$ cat src/rtl/piped_sum_pkg.sv
// Shared types and elaboration-time helpers for the iterative pairwise-sum reducer.
package piped_sum_pkg;

    typedef enum logic [1:0] {
        ST_IDLE   = 2'd0,
        ST_REDUCE = 2'd1,
        ST_DONE   = 2'd2
    } state_t;

    // Ceiling log2; returns 0 for a value of 1.
    function automatic int clog2(input int value);
        int r;
        int v;
        r = 0;
        v = value - 1;
        while (v > 0) begin
            r++;
            v = v >> 1;
        end
        return r;
    endfunction

    function automatic int acc_width(input int arg_width, input int n_args);
        return arg_width + clog2(n_args);
    endfunction

endpackage

$ cat src/rtl/piped_sum_sequencer_pair_sum_comb.sv
// One row of pairwise adders: output lane i = lane 2i + lane 2i+1, missing lanes are 0.
module pair_sum_comb
    import piped_sum_pkg::*;
#(
    parameter int N_args    = 5,
    parameter int acc_width = 11
) (
    input  logic [N_args*acc_width-1:0] lanes,
    output logic [N_args*acc_width-1:0] sums
);

    for (genvar i = 0; i < N_args; i++) begin : g_lane
        localparam int lo = 2 * i;
        localparam int hi = 2 * i + 1;
        if (hi < N_args) begin : g_pair
            assign sums[i*acc_width +: acc_width] =
                lanes[lo*acc_width +: acc_width] + lanes[hi*acc_width +: acc_width];
        end else if (lo < N_args) begin : g_pass
            assign sums[i*acc_width +: acc_width] = lanes[lo*acc_width +: acc_width];
        end else begin : g_zero
            assign sums[i*acc_width +: acc_width] = '0;
        end
    end

endmodule

$ cat src/rtl/piped_sum_sequencer.sv
// Iterative reduction controller: folds N_args signed lanes through one shared
// pairwise-adder row, halving the live lane count each REDUCE cycle.
module piped_sum_sequencer
    import piped_sum_pkg::*;
#(
    parameter int arg_width = 8,
    parameter int N_args    = 5
) (
    input  logic                                  clk,
    input  logic                                  reset,
    input  logic [N_args*arg_width-1:0]           in,
    input  logic                                  we,
    input  logic                                  clear,
    output logic                                  ready,
    output logic [arg_width+clog2(N_args)-1:0]    sum,
    output logic                                  valid
);

    localparam int levels    = clog2(N_args);
    localparam int acc_width = piped_sum_pkg::acc_width(arg_width, N_args);
    // cnt must hold N_args itself, which never exceeds 2**levels.
    localparam int cnt_w     = levels + 1;

    state_t state, state_nx;

    logic signed [acc_width-1:0] work    [N_args];
    logic signed [acc_width-1:0] work_nx [N_args];
    logic [cnt_w-1:0]            cnt, cnt_nx;
    logic [acc_width-1:0]        sum_nx;
    logic [N_args*acc_width-1:0] work_flat;
    logic [N_args*acc_width-1:0] pair_flat;
    int                          cnt_half;

    always_comb begin
        work_flat = '0;
        for (int i = 0; i < N_args; i++) begin
            work_flat[i*acc_width +: acc_width] = work[i];
        end
    end

    pair_sum_comb #(
        .N_args    (N_args),
        .acc_width (acc_width)
    ) u_pair_sum (
        .lanes (work_flat),
        .sums  (pair_flat)
    );

    // NOTE: nonblocking assignments so every register samples pre-edge values.
    always_ff @(posedge clk or negedge reset) begin
        if (!reset) begin
            state <= ST_IDLE;
        end else begin
            state <= state_nx;
        end
    end

    // NOTE: every variable gets a default first so no path can infer a latch.
    always_comb begin
        state_nx = state;
        cnt_nx   = cnt;
        work_nx  = work;
        sum_nx   = sum;
        cnt_half = (int'(cnt) + 1) / 2;

        unique case (state)
            ST_IDLE: begin
                if (we) begin
                    for (int i = 0; i < N_args; i++) begin
                        work_nx[i] = acc_width'(signed'(in[i*arg_width +: arg_width]));
                    end
                    cnt_nx = cnt_w'(N_args);
                    if (N_args == 1) begin
                        sum_nx   = work_nx[0];
                        state_nx = ST_DONE;
                    end else begin
                        state_nx = ST_REDUCE;
                    end
                end
            end
            ST_REDUCE: begin
                for (int i = 0; i < N_args; i++) begin
                    work_nx[i] = (i < cnt_half) ? signed'(pair_flat[i*acc_width +: acc_width]) : '0;
                end
                cnt_nx = cnt_w'(cnt_half);
                if (cnt_half == 1) begin
                    sum_nx   = work_nx[0];
                    state_nx = ST_DONE;
                end
            end
            ST_DONE: state_nx = ST_IDLE;
            default: state_nx = ST_IDLE;
        endcase

        // Abort wins over everything, including a same-cycle start request.
        if (clear) begin
            state_nx = ST_IDLE;
            cnt_nx   = '0;
            sum_nx   = sum;
            for (int i = 0; i < N_args; i++) begin
                work_nx[i] = '0;
            end
        end
    end

    // NOTE: the lane array is reset element by element so an aborted pass leaves no stale data.
    always_ff @(posedge clk or negedge reset) begin
        if (!reset) begin
            cnt <= '0;
            sum <= '0;
            for (int i = 0; i < N_args; i++) begin
                work[i] <= '0;
            end
        end else begin
            cnt  <= cnt_nx;
            sum  <= sum_nx;
            work <= work_nx;
        end
    end

    assign ready = (state == ST_IDLE);
    assign valid = (state == ST_DONE);

endmodule

$ cat config.mk
export PLATFORM = sky130hd
export DESIGN_NAME = piped_sum_sequencer
export DESIGN_NICKNAME = d
export VERILOG_FILES = /design/src/rtl/piped_sum_pkg.sv /design/src/rtl/piped_sum_sequencer_pair_sum_comb.sv /design/src/rtl/piped_sum_sequencer.sv
export SDC_FILE = /design/constraint.sdc
export NUM_CORES = 1
export LEC_CHECK = 0
export BUFFER_PORTS_ARGS = -buffer_cell sky130_fd_sc_hd__buf_2
export CORE_MARGIN = 4
export CORE_UTILIZATION = 61
export DETAILED_ROUTE_END_ITERATION = 10
export GPL_TIMING_DRIVEN = 0
export PLACE_DENSITY = 0.92
export SLEW_MARGIN = 20
export SYNTH_ARGS = -nofsm -noshare
export SYNTH_HDL_FRONTEND = slang
export SYNTH_SLANG_ARGS = --single-unit
export TNS_END_PERCENT = 50
$ cat constraint.sdc
create_clock -name clk -period 3.5 [get_ports clk]
set_input_delay 0.175 -clock clk [delete_from_list [all_inputs] [get_ports clk]]
set_output_delay 0.175 -clock clk [all_outputs]
set_load 0.02 [all_outputs]
==> results by stage <==
Critical path:
- The startpoint of the most critical register-to-register path is work[44]$_DFFE_PN0P_.
- The kind of cell with the highest combined delay on the critical path is compound AO/OA/AOI/OAI gates.
- The arrival time at the worst endpoint is 2820 ps.
- The cell at the slowest stage of the critical path is sky130_fd_sc_hd__fa_1.
- The count of buffering cells on the critical path with inverters included is 0.
- In this run the worst path has a maximum fanout of 3.
- Walking the worst path, the cells encountered are ha_1 > fa_1 > a211o_1 > a21oi_2 > o21bai_2 > xnor2_1 > or3_1 > a311oi_2.
- The number of cells on the worst reg-to-reg path is 8.
- The critical path endpoint category is a flop.
- Setup slack on the worst reg-to-reg path comes out at approximately 930 ps.
- The element type at the critical path start is a flop.
- The critical path is of the flop to flop type.
- The logic depth of the worst setup path including buffers is 8.
- The critical path data required time is approximately 3800 ps.
- The worst stage delay on the critical path is 440 ps.
- The capture instance of the worst register-to-register path is work[50]$_DFFE_PN0P_.

Timing:
- The minimum period implied by the final worst setup slack is roughly 2600 ps.
- The number of hold-slack violations in the final timing report is 0.
- Setup repair after global routing left no endpoint under its margin.
- The normalized max-slew margin is 0.4684.
- The maximum clock frequency is between 300 and 400 MHz.
- Final hold analysis gives a worst-case slack of 38.42 ps.
- Summed over all failing endpoints, the final setup total negative slack is 0 ps.
- The total setup violations reported at the end of the flow is 0.
- The final clock period utilization by the worst path is 0.7340.
- The worst setup margin is 931.2 ps.
- Between clock sinks in the finished design, the worst skew comes to between 10 and 15 ps.
- The number of max-slew violations in the final report is 0.
- The transition time at the pin with the least slew margin is approximately 800 ps.

Detailed routing:
- The wire length after detailed routing is approximately 8.2 mm.
- The iteration-0 DRC count of the detailed router is 264.
- In the routed layout, each cell is associated on average with a via count of between 6 and 7.
- The count of nets left with antenna violations once routing finished came out at 0.
- The total via count in the routed design is about 2900.
- In the routed design, unresolved DRC markers number 0.
- The pre-antenna-repair detailed-routing pass consisted of 4 iterations.
- Dividing the detail-routed wire length by the instance count gives between 15 and 20 um.

Synth:
- The most repeated cell in the gate-level netlist after synthesis is sky130_fd_sc_hd__dfrtp_1.
- After synthesis, the most frequently instantiated cells are sky130_fd_sc_hd__dfrtp_1 (63), sky130_fd_sc_hd__nand2_1 (28), sky130_fd_sc_hd__a22o_1 (24).
- The post-synthesis instance total is ~320.
- After synthesis the netlist holds a flip-flop and latch count of 63.
- Yosys printed 0 warnings.
- Yosys mapped a number of flops with a built-in enable equal to 0.
- The number of nets handed over by synthesis was a little under 400.
- The share of synthesized area in the top cell type comes to 0.4560.
- The synthesized design spends more area on one cell type than any other, namely sky130_fd_sc_hd__dfrtp_1.
- The post-synthesis cell type count is between 50 and 60.
- Dividing the synthesized area by the synthesized cell count gives about 11 sq um.
- The area of the mapped netlist is approximately 3500 sq um.
- Ranked by total cell area, the synthesized netlist is headed by sky130_fd_sc_hd__dfrtp_1 (46%), sky130_fd_sc_hd__ha_1 (6.9%), sky130_fd_sc_hd__a22o_1 (6.1%).
- The most used flip-flop cell after synthesis is sky130_fd_sc_hd__dfrtp_1.
- After synthesis, the share of flip-flops with an asynchronous set or reset is 1.000.
- Of the synthesized area, sequential elements account for 0.4560.

Cells and area:
- The register area is approximately 1600 sq um.
- In the final layout, the share of cells above drive strength 1 is 0.2677.
- The area occupied by multi-input gates is roughly 1800 sq um.
- For this run, the share of the core covered by cells in the final layout is 0.7371.
- The area added between synthesis and finish is 17.41%.
- The number of antenna diodes in the final layout is 0.
- For this run, the post-layout net count is between 400 and 500.
- After filler insertion, the fill cell instance count of the layout stands at ~370.

Min path:
- The path class of the tightest hold or removal check is input port to flop.
- The worst hold path terminates at work[48]$_DFFE_PN0P_.
- The number of instances on the worst hold path is 2.
- The worst hold path begins at clear.

Floorplan:
- Pin placement for this block handled 57 I/O pins.
- The placeable core region is 5507 sq um.
- The height of the die is 83.28 um.
- The die covers between 6000 and 7000 sq um.
- For this configuration, the core starts out at a cell density of 0.6278.
- The number of cell rows is 27.
- The overall die width is ~83 um.

Placed design:
- OpenSTA, run right after detailed placement, puts the worst setup slack at ~1000 ps.
- The number of I/O port buffers is 55.
- The final weighted congestion in routability-driven placement is a little under 1.
- The estimated wirelength of the detail-placed design is 5.988 mm.

CTS:
- The cell sitting at the root of the clock tree is a sky130_fd_sc_hd__clkbuf_8.
- No sink is reached through more buffers than the 2 on the longest clock path.
- The post-CTS setup buffer count is 0.
- The total of cells resized after clock tree synthesis is 0.
- The number of hold buffers added after CTS is 1.
- The H-tree was split into 3 levels.
- TritonCTS built the clock tree.
- The latest clock arrival within the worst-skew pair is approximately 350 ps.
- The clock sink count is 63.
- After clock tree synthesis, the clock-pin slew on the worst setup and hold paths is around 70 ps.
- The number of clock buffers added by TritonCTS is 9.

GRT:
- Global routing finished with a remaining overflow of 0.
- The total routing resource utilization after global routing is 0.2442.
- The via count of the first global-routing pass was about 2900.
- Entering global routing, the biggest net connects 64 pins.
- The first global-routing pass estimated about 14 mm of wire.
- The number of antenna violations at the first check in global routing came to 0.

Power and ir drop:
- Summing internal, switching and leakage power gives 0.002038 W.
- IR analysis of the VDD net gives a maximum drop of about 330 uV.
- In this run the static leakage power is 2.114 nW.
- Power spread over the standard cell area amounts to between 500 and 600 nW/um^2.

Run status:
- The flow ran to the end, and the final reports show no timing, DRC or antenna violations.

Job:
- The reported max-cap violation count is 0.
-- layout make-up --
class,count,share of cell area
multi-input cells,242,0.4374
flip-flops and latches,63,0.3884
repair buffers,56,0.07090
clock buffers,13,0.03915
well taps,72,0.02219
plain buffers,14,0.02127
clock inverters,3,0.01603
inverters,5,0.004624
-- power breakdown --
part	switching, W	total (W)	internal, W
sequential	0.0000509	0.000865	0.000814
combinational	0.000277	0.000460	0.000183
clock	0.000274	0.000713	0.000439
-- metrics by stage --
stage                     instances  area (sq um)
after floorplan                 324          3457
after global placement          451          3822
after detailed placement        451          3825
after CTS                       468          4059
after global routing            468          4059
final                           468          4059
-- flip-flops by register name, summed over array words and instances (netlist names) --
signal	cells
cnt	4
sum	11
work	46
state	2
-- metal layers --
layer,track usage,vias to the layer above,wire length [um]
met5,0,-,0
met4,0.07578,0,152
met3,0.07937,21,634
met1,0.2867,1378,3286
li1,-,1349,-
met2,0.4235,126,4123
-- placed cells by master (no fill, tap or decap), types with 3 or more instances in the layout --
master	count
sky130_fd_sc_hd__a211oi_1	3
sky130_fd_sc_hd__a21o_1	16
sky130_fd_sc_hd__a21oi_1	19
sky130_fd_sc_hd__a221o_1	4
sky130_fd_sc_hd__a22o_1	24
sky130_fd_sc_hd__a22oi_1	4
sky130_fd_sc_hd__a31oi_1	3
sky130_fd_sc_hd__and2_1	3
sky130_fd_sc_hd__and3_1	4
sky130_fd_sc_hd__buf_2	60
sky130_fd_sc_hd__buf_6	3
sky130_fd_sc_hd__clkbuf_1	6
sky130_fd_sc_hd__clkbuf_8	11
sky130_fd_sc_hd__dfrtp_1	63
sky130_fd_sc_hd__ha_1	19
sky130_fd_sc_hd__inv_1	5
sky130_fd_sc_hd__mux2_2	7
sky130_fd_sc_hd__nand2_1	28
sky130_fd_sc_hd__nand3_1	6
sky130_fd_sc_hd__nor2_1	17
sky130_fd_sc_hd__nor2_2	5
sky130_fd_sc_hd__nor2b_1	4
sky130_fd_sc_hd__nor3_1	3
sky130_fd_sc_hd__o21ai_0	21
sky130_fd_sc_hd__xnor2_1	8
sky130_fd_sc_hd__xor2_1	7
-- logic make-up after synthesis --
| kind of cell | share of synthesized area |
|---|---|
| multiplexers | 0.02280 |
| AO/OA/AOI/OAI | 0.2577 |
| buffers and inverters | 0.03040 |
| XOR/XNOR | 0.03800 |
| adder cells (fa/ha/maj) | 0.08035 |
| AND/OR/NAND/NOR | 0.1147 |
| flip-flops | 0.4560 |
-- worst max-delay path by stage --
stage                              start                   end  slack, ps
CTS                 work[44]$_DFFE_PN0P_  work[50]$_DFFE_PN0P_        940
global placement    work[44]$_DFFE_PN0P_  work[50]$_DFFE_PN0P_       1040
detailed placement  work[44]$_DFFE_PN0P_  work[50]$_DFFE_PN0P_       1000
global route        work[44]$_DFFE_PN0P_  work[50]$_DFFE_PN0P_        830
floorplan           work[44]$_DFFE_PN0P_  work[50]$_DFFE_PN0P_       1170
finish              work[44]$_DFFE_PN0P_  work[50]$_DFFE_PN0P_        930
-- worst register-to-register path, delay by kind of cell, from the launching register on --
kind,cells,cell delay [ps]
AOI/OAI and AO/OA,4,910
adders and majority gates,2,690
DFF,1,380
xor gates and xnor gates,1,150
and+or+nand+nor,1,350
Note: power is estimated with default switching activity, not from simulation.
